**src/rtl/reg_scoreboard_if.sv**
```systemverilog
// Read/WB-stage handshake and status bundle between the pipeline and the register scoreboard.
interface reg_scoreboard_if;
  logic       issue_valid;
  logic       issue_ready;
  logic       issue_use_src1;
  logic [2:0] issue_src1;
  logic       issue_use_src2;
  logic [2:0] issue_src2;
  logic       issue_has_dest;
  logic [2:0] issue_dest;
  logic       wb_valid;
  logic [2:0] wb_dest;
  logic       flush;
  logic [7:0] busy_mask;
  logic [3:0] inflight;
  logic       wb_err;

  modport master (
    output issue_valid, issue_use_src1, issue_src1, issue_use_src2, issue_src2,
           issue_has_dest, issue_dest, wb_valid, wb_dest, flush,
    input  issue_ready, busy_mask, inflight, wb_err
  );

  modport slave (
    input  issue_valid, issue_use_src1, issue_src1, issue_use_src2, issue_src2,
           issue_has_dest, issue_dest, wb_valid, wb_dest, flush,
    output issue_ready, busy_mask, inflight, wb_err
  );
endinterface

```
**src/rtl/reg_scoreboard.sv**
```systemverilog
// Register scoreboard: per-register pending-write counters gating issue from Read,
// released by WB commits, with flush, in-flight bound and sticky WB error.
module reg_scoreboard #(
  parameter int unsigned PEND_BITS    = 2,
  parameter int unsigned MAX_INFLIGHT = 4
) (
  input  logic             clk,
  input  logic             rst,
  reg_scoreboard_if.slave  sb
);

  localparam int unsigned NREGS = 8;
  localparam int unsigned IDX_W = 3;
  localparam int unsigned CNT_W = 4;

  typedef logic [PEND_BITS-1:0] pend_t;

  localparam pend_t             PEND_MAX = '1;
  localparam logic [CNT_W-1:0]  INFL_MAX = CNT_W'(MAX_INFLIGHT);

  pend_t [NREGS-1:0]  pend_q, pend_d;
  logic [CNT_W-1:0]   inflight_q, inflight_d;
  logic [NREGS-1:0]   busy_q, busy_d;
  logic               wb_err_q, wb_err_d;
  logic               ready_c, inc_c, dec_c, wb_bad_c;

  // Issue gate: a same-cycle WB does not clear a source hazard (pend_q is pre-edge).
  always_comb begin
    ready_c = rst & ~sb.flush;
    if (sb.issue_use_src1 && (pend_q[sb.issue_src1] != '0)) ready_c = 1'b0;
    if (sb.issue_use_src2 && (pend_q[sb.issue_src2] != '0)) ready_c = 1'b0;
    if (sb.issue_has_dest && (pend_q[sb.issue_dest] == PEND_MAX)) ready_c = 1'b0;
    if (sb.issue_has_dest && (inflight_q == INFL_MAX)) ready_c = 1'b0;
  end

  always_comb begin
    inc_c      = sb.issue_valid & ready_c & sb.issue_has_dest;
    dec_c      = sb.wb_valid & (pend_q[sb.wb_dest] != '0);
    wb_bad_c   = sb.wb_valid & (pend_q[sb.wb_dest] == '0);
    pend_d     = pend_q;
    inflight_d = inflight_q + CNT_W'(inc_c) - CNT_W'(dec_c);
    wb_err_d   = wb_err_q | wb_bad_c;
    busy_d     = '0;
    for (int i = 0; i < NREGS; i++) begin
      if (inc_c && (sb.issue_dest == IDX_W'(i))) pend_d[i] = pend_d[i] + PEND_BITS'(1);
      if (dec_c && (sb.wb_dest == IDX_W'(i)))    pend_d[i] = pend_d[i] - PEND_BITS'(1);
    end
    // Flush drops every outstanding write but leaves the error flag alone.
    if (sb.flush) begin
      pend_d     = '0;
      inflight_d = '0;
    end
    for (int i = 0; i < NREGS; i++) busy_d[i] = (pend_d[i] != '0);
  end

  always_ff @(posedge clk) begin
    if (!rst) begin
      pend_q     <= '0;
      inflight_q <= '0;
      busy_q     <= '0;
      wb_err_q   <= 1'b0;
    end else begin
      pend_q     <= pend_d;
      inflight_q <= inflight_d;
      busy_q     <= busy_d;
      wb_err_q   <= wb_err_d;
    end
  end

  assign sb.issue_ready = ready_c;
  assign sb.busy_mask   = busy_q;
  assign sb.inflight    = inflight_q;
  assign sb.wb_err      = wb_err_q;

endmodule

```
**src/flat_wrapper.sv**
```systemverilog
// flat-port wrapper written by rule: the top's interface ports become plain ports
module reg_scoreboard_flat 
#(
  parameter int unsigned PEND_BITS    = 2,
  parameter int unsigned MAX_INFLIGHT = 4
)
  (clk, rst, sb_issue_valid, sb_issue_use_src1, sb_issue_src1, sb_issue_use_src2, sb_issue_src2, sb_issue_has_dest, sb_issue_dest, sb_wb_valid, sb_wb_dest, sb_flush, sb_issue_ready, sb_busy_mask, sb_inflight, sb_wb_err);
  reg_scoreboard_if sb_i ();
  input  logic clk;
  input  logic rst;
  input wire logic [$bits(sb_i.issue_valid)-1:0] sb_issue_valid;
  input wire logic [$bits(sb_i.issue_use_src1)-1:0] sb_issue_use_src1;
  input wire logic [$bits(sb_i.issue_src1)-1:0] sb_issue_src1;
  input wire logic [$bits(sb_i.issue_use_src2)-1:0] sb_issue_use_src2;
  input wire logic [$bits(sb_i.issue_src2)-1:0] sb_issue_src2;
  input wire logic [$bits(sb_i.issue_has_dest)-1:0] sb_issue_has_dest;
  input wire logic [$bits(sb_i.issue_dest)-1:0] sb_issue_dest;
  input wire logic [$bits(sb_i.wb_valid)-1:0] sb_wb_valid;
  input wire logic [$bits(sb_i.wb_dest)-1:0] sb_wb_dest;
  input wire logic [$bits(sb_i.flush)-1:0] sb_flush;
  output wire logic [$bits(sb_i.issue_ready)-1:0] sb_issue_ready;
  output wire logic [$bits(sb_i.busy_mask)-1:0] sb_busy_mask;
  output wire logic [$bits(sb_i.inflight)-1:0] sb_inflight;
  output wire logic [$bits(sb_i.wb_err)-1:0] sb_wb_err;
  assign sb_i.issue_valid = sb_issue_valid;
  assign sb_i.issue_use_src1 = sb_issue_use_src1;
  assign sb_i.issue_src1 = sb_issue_src1;
  assign sb_i.issue_use_src2 = sb_issue_use_src2;
  assign sb_i.issue_src2 = sb_issue_src2;
  assign sb_i.issue_has_dest = sb_issue_has_dest;
  assign sb_i.issue_dest = sb_issue_dest;
  assign sb_i.wb_valid = sb_wb_valid;
  assign sb_i.wb_dest = sb_wb_dest;
  assign sb_i.flush = sb_flush;
  assign sb_issue_ready = sb_i.issue_ready;
  assign sb_busy_mask = sb_i.busy_mask;
  assign sb_inflight = sb_i.inflight;
  assign sb_wb_err = sb_i.wb_err;
  reg_scoreboard #(.PEND_BITS(PEND_BITS), .MAX_INFLIGHT(MAX_INFLIGHT)) u_core (.clk(clk), .rst(rst), .sb(sb_i));
endmodule
```
**config.mk**
```make
export PLATFORM = sky130hd
export DESIGN_NAME = reg_scoreboard_flat
export DESIGN_NICKNAME = d
export VERILOG_FILES = /design/src/rtl/reg_scoreboard_if.sv /design/src/rtl/reg_scoreboard.sv /design/src/flat_wrapper.sv
export SDC_FILE = /design/constraint.sdc
export NUM_CORES = 1
export LEC_CHECK = 0
export BUFFER_PORTS_ARGS = -buffer_cell sky130_fd_sc_hd__buf_2
export CAP_MARGIN = 40
export CELL_PAD_IN_SITES_DETAIL_PLACEMENT = 1
export CELL_PAD_IN_SITES_GLOBAL_PLACEMENT = 2
export CORE_MARGIN = 8
export CORE_UTILIZATION = 33
export DETAILED_ROUTE_END_ITERATION = 6
export GPL_ROUTABILITY_DRIVEN = 0
export GPL_TIMING_DRIVEN = 0
export PLACE_DENSITY_LB_ADDON = 0.1
export RECOVER_POWER = 100
export SLEW_MARGIN = 5
export SYNTH_ARGS = -nofsm -noshare
export SYNTH_HDL_FRONTEND = slang
export SYNTH_SLANG_ARGS = --single-unit
```
**constraint.sdc**
```tcl
create_clock -name clk -period 3.36 [get_ports clk]
set_clock_uncertainty 0.15 [all_clocks]
set_input_delay 0.336 -clock clk [delete_from_list [all_inputs] [get_ports clk]]
set_output_delay 0.336 -clock clk [all_outputs]
set_load 0.05 [all_outputs]
```
==> impl_metrics.py, run 1 <==
metrics = {
    "outcome": {
        "status": "finished clean",
    },
    "worst_hold_path": {
        "holdCritPathClass": "primary input to flip-flop",
        "holdPathEnd": "u_core.sb.wb_err",
        "hold_start": "rst",
        "whs_path_depth": 2,
    },
    "floorplanning": {
        "die_h_um": 93.6,
        "die_w_um": 93.6,
        "design.core.area_mm2": 0.00589,
        "initial_utilization_pct": 33.8,
        "die_area_mm2": 0.00876,
        "rows": 28,
        "num_io_pins": 34,
    },
    "sta": {
        "setup_violations": 0,
        "timing.setup.tns_ns": 0,
        "finalCriticalPeriod_ns": 3.06,
        "whs_ns": 0.120,
        "worst_pin_slew_ns": 1.12,
        "finalHoldViolCount": 0,
        "max_slew_margin_pct": 25.1,
        "drv_slew": 0,
        "period_share_pct": 91.1,
        "grt_setup_unrepaired": "no",
        "max_freq_mhz": 327,
        "fin_ws_ns": 0.299,
    },
    "yosys": {
        "synth_area_mm2": 0.00199,
        "netlist_instances": 246,
        "synth_edf_count": 0,
        "yosysSeqAreaShare_pct": 29.2,
        "ys_ff_latch": 29,
        "syn_nets": 272,
        "syn_avg_cell_area_um2": 8.08,
        "synthFlopType": "dfxtp_1",
        "ys_async_sr_fraction_pct": 0,
        "ys_types": 54,
        "yosys_warnings": 0,
    },
    "drt": {
        "drc_errors": 0,
        "drtAntennaViolNets": 0,
        "vias": 1972,
        "firstDrtPassIters": 4,
        "wl_per_cell_um": 18.4,
        "drt_wl_total_um": 6630,
        "drtIter0Drc": 57,
        "viasPerCell": 5.46,
    },
    "critical_path": {
        "worstPathArrival_ns": 3.13,
        "r2r_end": "u_core.pend_q[1]",
        "r2r_slack_ns": 0.30,
        "cp-end-kind": "flip-flop",
        "startpoint_type": "flip-flop",
        "crit-reg2reg-launch": "u_core.sb.inflight[2]",
        "path_class": "flip-flop to flip-flop",
        "cp.required_ns": 3.43,
        "cp_max_fo": 4,
        "reg2reg_depth": 7,
    },
    "power_and_ir_drop": {
        "p_leak_uw": 0.000773,
        "p_total_uw": 768,
        "peakVddDrop_mv": 0.132,
        "power_density_mw_per_mm2": 337,
    },
    "run": {
        "drv_cap": 0,
    },
    "cts": {
        "cts_buffers": 5,
        "cts_max_level": 2,
        "postCtsHoldBufs": 0,
        "insertion_delay_ns": 0.29,
        "ctsResizeCount": 0,
        "cts_tree": "done",
        "clock-sinks": 29,
        "root_buffer": "clkbuf_8",
        "clk_pin_slew_ns": 0.07,
        "cts_setup_buffers": 0,
        "clock_path_buffers": 2,
    },
    "layout": {
        "final_area_mm2": 0.00228,
        "area_growth_syn_to_layout_pct": 14.7,
        "drive_above_1_share_pct": 15.4,
        "fillers": 774,
        "nets": 311,
        "n_antenna_cell": 0,
        "seq_area_um2": 581,
        "multiInputGateArea_mm2": 0.00128,
    },
    "global_route": {
        "grt_max_degree": 11,
        "grt_overflow": 0,
        "grt_pass1_wl_um": 11100,
        "grt_pass1_vias": 2137,
        "antenna_found_initial": 0,
        "grt_use_total_pct": 16.1,
    },
    "placed_design": {
        "dp_slack_ns": 0.310,
        "hpwl_um": 5070,
        "io_buffers": 32,
        "placed_area_mm2": 0.00224,
    },
}
[kinds of logic (layout without fill, tap and decap cells)]
logic type / after synthesis / after routing / synth area share (%)
muxes: 3 / 3 / 2.77
AOI/OAI and AO/OA: 62 / 62 / 22.8
adders and majority gates: 6 / 6 / 4.16
xor gates and xnor gates: 12 / 12 / 5.29
buffers and inverters: 24 / 64 / 4.85
and+or+nand+nor: 110 / 110 / 30.9
DFF: 29 / 29 / 29.2
[report_power, final]
part           switching [uW]  internal, uW  total, uW  leakage, uW
clock network             157           143        300    0.0000439
registers                2.04           346        349     0.000234
logic                    80.9          38.4        119     0.000495
total                     240           528        768     0.000773
[metal layers]
layer  share of wire [%]  global-route usage (%)  vias up
met5                   0                       0        -
met2                  47                    26.4       25
met1                  48                    20.2      957
li1                    -                       -      981
met3                 2.8                    3.37        9
met4                 1.9                    5.94        0
[cell usage after synthesis (5+ instances only)]
master | count | area share, %
dfxtp_1 | 29 | 29
nand3_1 | 12 | 3.0
clkbuf_1 | 8 | 1.5
inv_1 | 13 | 2.5
a31oi_1 | 5 | 1.6
and2_1 | 6 | 1.9
a21oi_1 | 18 | 4.5
nor3_1 | 9 | 2.3
nand2_1 | 17 | 3.2
o21ai_0 | 7 | 1.8
nor2_1 | 24 | 4.5
nor2b_1 | 5 | 1.6
o211ai_1 | 8 | 3.0
ha_1 | 5 | 3.1
xnor2_1 | 9 | 4.0
[cell type report]
class | count | area share (%)
plain buffers | 11 | 2.09
clock buffers | 5 | 3.02
clock inverters | 3 | 0.768
inverters | 13 | 2.14
multi-input cells | 193 | 56.1
flip-flops and latches | 29 | 25.5
well taps | 75 | 4.12
repair buffers | 32 | 6.31
[sequential cells by signal, summed over array words and instances (netlist names)]
register	cells
u_core.sb.busy_mask	8
u_core.sb.wb_err	1
u_core.pend_q	16
u_core.sb.inflight	4
[worst max-delay path, cell delays in order, from the launching register on]
cell and delay, ns:
dfxtp_1 0.35, ha_1 0.21, or3b_2 0.20, nand3_1 0.10, or4_1 0.59, a2111oi_1 1.04, nand3_1 0.17, a31oi_1 0.19
[placed cells by master, fill, tap and decap left out, drive strengths merged, types with 2 or more instances in the layout]
cell type  count
dfxtp         29
clkbuf        28
nor2          24
a21oi         20
buf           20
nand2         17
inv           13
nand3         12
nor3           9
xnor2          9
o211ai         8
o21ai          8
and2           6
nor2b          5
a31oi          5
ha             5
nor4           5
or3            4
nand2b         4
nor4b          4
or3b           4
or4            4
a211oi         3
a311o          3
o2111ai        3
xor2           3
a21o           3
nand4          3
mux4           2
or2            2
and3           2
clkinv         2
a2111oi        2
[through the flow]
step | std cells | utilization, %
after floorplan | 246 | -
after global placement | 353 | 38.1
after detailed placement | 353 | 38.1
after CTS | 361 | 39.5
after global routing | 361 | 38.7
final | 361 | 38.7
[worst max path at each step]
stage                                     start                    end  cells after the start
final                     u_core.sb.inflight[2]       u_core.pend_q[1]                      7
after global routing      u_core.sb.inflight[2]      u_core.pend_q[15]                      8
after CTS                     u_core.pend_q[12]  u_core.sb.inflight[3]                     10
after detailed placement          sb_wb_dest[0]  u_core.sb.inflight[3]                     14
after global placement            sb_wb_dest[0]  u_core.sb.inflight[3]                     14
after floorplan                u_core.pend_q[4]         sb_issue_ready                      6
Note: power is estimated with default switching activity, not from simulation.
==> run 2: changes to the inputs <==
--- a/config.mk
+++ b/config.mk
@@ -13,7 +13,6 @@
 export CORE_UTILIZATION = 33
 export DETAILED_ROUTE_END_ITERATION = 6
 export GPL_ROUTABILITY_DRIVEN = 0
-export GPL_TIMING_DRIVEN = 0
 export PLACE_DENSITY_LB_ADDON = 0.1
 export RECOVER_POWER = 100
 export SLEW_MARGIN = 5
==> run 2 against run 1 <==
Compared with the run above:
- routed wire length shrank 6.2%
- combinational power barely moved
- register-to-register slack better by 0.09 ns
- hold slack better by 0.021 ns
- first-iteration DRC count increased by 32%
- sequential share of layout area is 0.30 points lower
- via count fell by 2.0%
- global-route usage is 0.82 points lower
- design area grew 1.2%
- cell count fell by 0.55%
- largest cell class unchanged
==> impl_metrics.py, run 2 (synthesis gave the netlist of run 1 again) <==
metrics = {
    "floorplanning": {
        "initial_utilization_pct": 33.8,
        "rows": 28,
        "num_io_pins": 34,
        "die_h_um": 93.6,
        "design.core.area_mm2": 0.00589,
        "die_area_mm2": 0.00876,
        "die_w_um": 93.6,
    },
    "critical_path": {
        "cp-end-kind": "output port",
        "crit_start": "u_core.pend_q[5]",
        "startpoint_type": "flip-flop",
        "reg2reg_depth": 7,
        "cp_slowest_stage_delay_ns": 0.50,
        "r2r_end": "u_core.pend_q[1]",
        "crit_end": "sb_issue_ready",
        "crit_slowest_cell": "clkbuf_1",
        "path_cells": "or3b_2, a21oi_1, o32ai_2, nor3_1, a21boi_0, clkbuf_1",
        "worstPathArrival_ns": 2.54,
        "r2r_slack_ns": 0.39,
        "cp.required_ns": 2.87,
        "cp_max_fo": 8,
        "crit-reg2reg-launch": "u_core.sb.inflight[2]",
        "path_class": "flip-flop to output port",
    },
    "sta": {
        "whs_ns": 0.141,
        "drv_slew": 0,
        "fin_ws_ns": 0.337,
        "finalHoldViolCount": 0,
        "period_share_pct": 90.0,
        "finalCriticalPeriod_ns": 3.02,
        "setup_violations": 0,
        "timing.setup.tns_ns": 0,
        "grt_setup_unrepaired": "no",
        "max_freq_mhz": 331,
        "max_slew_margin_pct": 25.6,
        "worst_pin_slew_ns": 1.11,
    },
    "layout": {
        "final_common_cell": "dfxtp_1",
        "seq_area_um2": 581,
        "fillers": 743,
        "largest_reg_flops": 16,
        "drive_above_1_share_pct": 16.5,
        "nets": 310,
        "n_antenna_cell": 0,
        "final_cell_mix": "dfxtp_1, nor2_1, a21oi_1, buf_2",
        "fin_util_pct": 39.2,
        "area_growth_syn_to_layout_pct": 16.1,
        "multiInputGateArea_mm2": 0.00128,
        "largest_register": "u_core.pend_q",
    },
    "cts": {
        "clock-sinks": 29,
        "clock_path_buffers": 2,
        "cts_tree": "done",
        "insertion_delay_ns": 0.28,
        "postCtsHoldBufs": 0,
        "clk_pin_slew_ns": 0.06,
        "cts_max_level": 2,
        "cts_buffers": 5,
        "root_buffer": "clkbuf_8",
        "cts_setup_buffers": 0,
        "ctsResizeCount": 0,
    },
    "drt": {
        "drt_wl_total_um": 6220,
        "drc_errors": 0,
        "firstDrtPassIters": 4,
        "drtAntennaViolNets": 0,
        "viasPerCell": 5.38,
        "drtIter0Drc": 75,
        "vias": 1933,
        "wl_per_cell_um": 17.3,
    },
    "power_and_ir_drop": {
        "power_density_mw_per_mm2": 330,
        "peakVddDrop_mv": 0.121,
        "p_leak_uw": 0.000793,
    },
    "global_route": {
        "grt_max_degree": 17,
        "grt_pass1_vias": 2090,
        "grt_overflow": 0,
        "grt_pass1_wl_um": 10600,
        "antenna_found_initial": 0,
        "grt_use_total_pct": 15.3,
    },
    "placed_design": {
        "dp_slack_ns": 0.453,
        "hpwl_um": 4900,
        "io_buffers": 33,
    },
    "outcome": {
        "status": "finished clean",
    },
    "run": {
        "drv_cap": 0,
    },
    "worst_hold_path": {
        "holdCritPathClass": "primary input to flip-flop",
        "whs_path_depth": 2,
    },
}
==> run 2: changes by cell type in the layout (fill, tap and decap cells not counted), sizes merged <==
cell	change
buf	+6
clkbuf	-5
clkinv	-2
clkinvlp	-1
==> run 2: area by class of cell <==
type | count | share of cell area, %
Tap cell | 75 | 4.07
Timing Repair Buffer | 42 | 9.33
Sequential cell | 29 | 25.2
Inverter | 13 | 2.11
Clock buffer | 7 | 3.74
Multi-Input combinational cell | 193 | 55.6
==> run 2: worst min path at each step <==
stage	slack, ns	startpoint	to
finish	0.14	rst	u_core.sb.wb_err
global route	0.15	rst	u_core.sb.wb_err
floorplan	0.30	rst	u_core.sb.wb_err
global placement	0.30	u_core.sb.wb_err	u_core.sb.wb_err
CTS	0.13	rst	u_core.sb.wb_err
detailed placement	0.30	u_core.sb.wb_err	u_core.sb.wb_err
==> run 2: layer usage <==
layer,GRT usage (%),wire (um),up-vias
met2,25.6,3000,24
li1,-,-,980
met5,0,0,-
met3,2.88,164,7
met4,4.62,59,0
met1,19.3,3000,922
==> run 2: worst max-delay path, delay by kind of cell, from the launching register on <==
family,cells,cell delay [ns]
AOI/OAI and AO/OA,3,0.58
and+or+nand+nor,2,0.79
DFF,1,0.39
buffers and inverters,1,0.50
==> run 2: power by group <==
group          switching, uW  internal (uW)
registers               2.08            347
clock network            132            162
logic                   78.0           39.8
total                    212            549
==> run 2: per-stage QoR <==
stage / std cells / cell area, um^2 / total power, uW
after floorplan: 246 / 1990 / 435
after global placement: 351 / 2260 / 479
after detailed placement: 352 / 2270 / 481
after CTS: 359 / 2360 / 781
after global routing: 359 / 2310 / 801
final: 359 / 2310 / 761
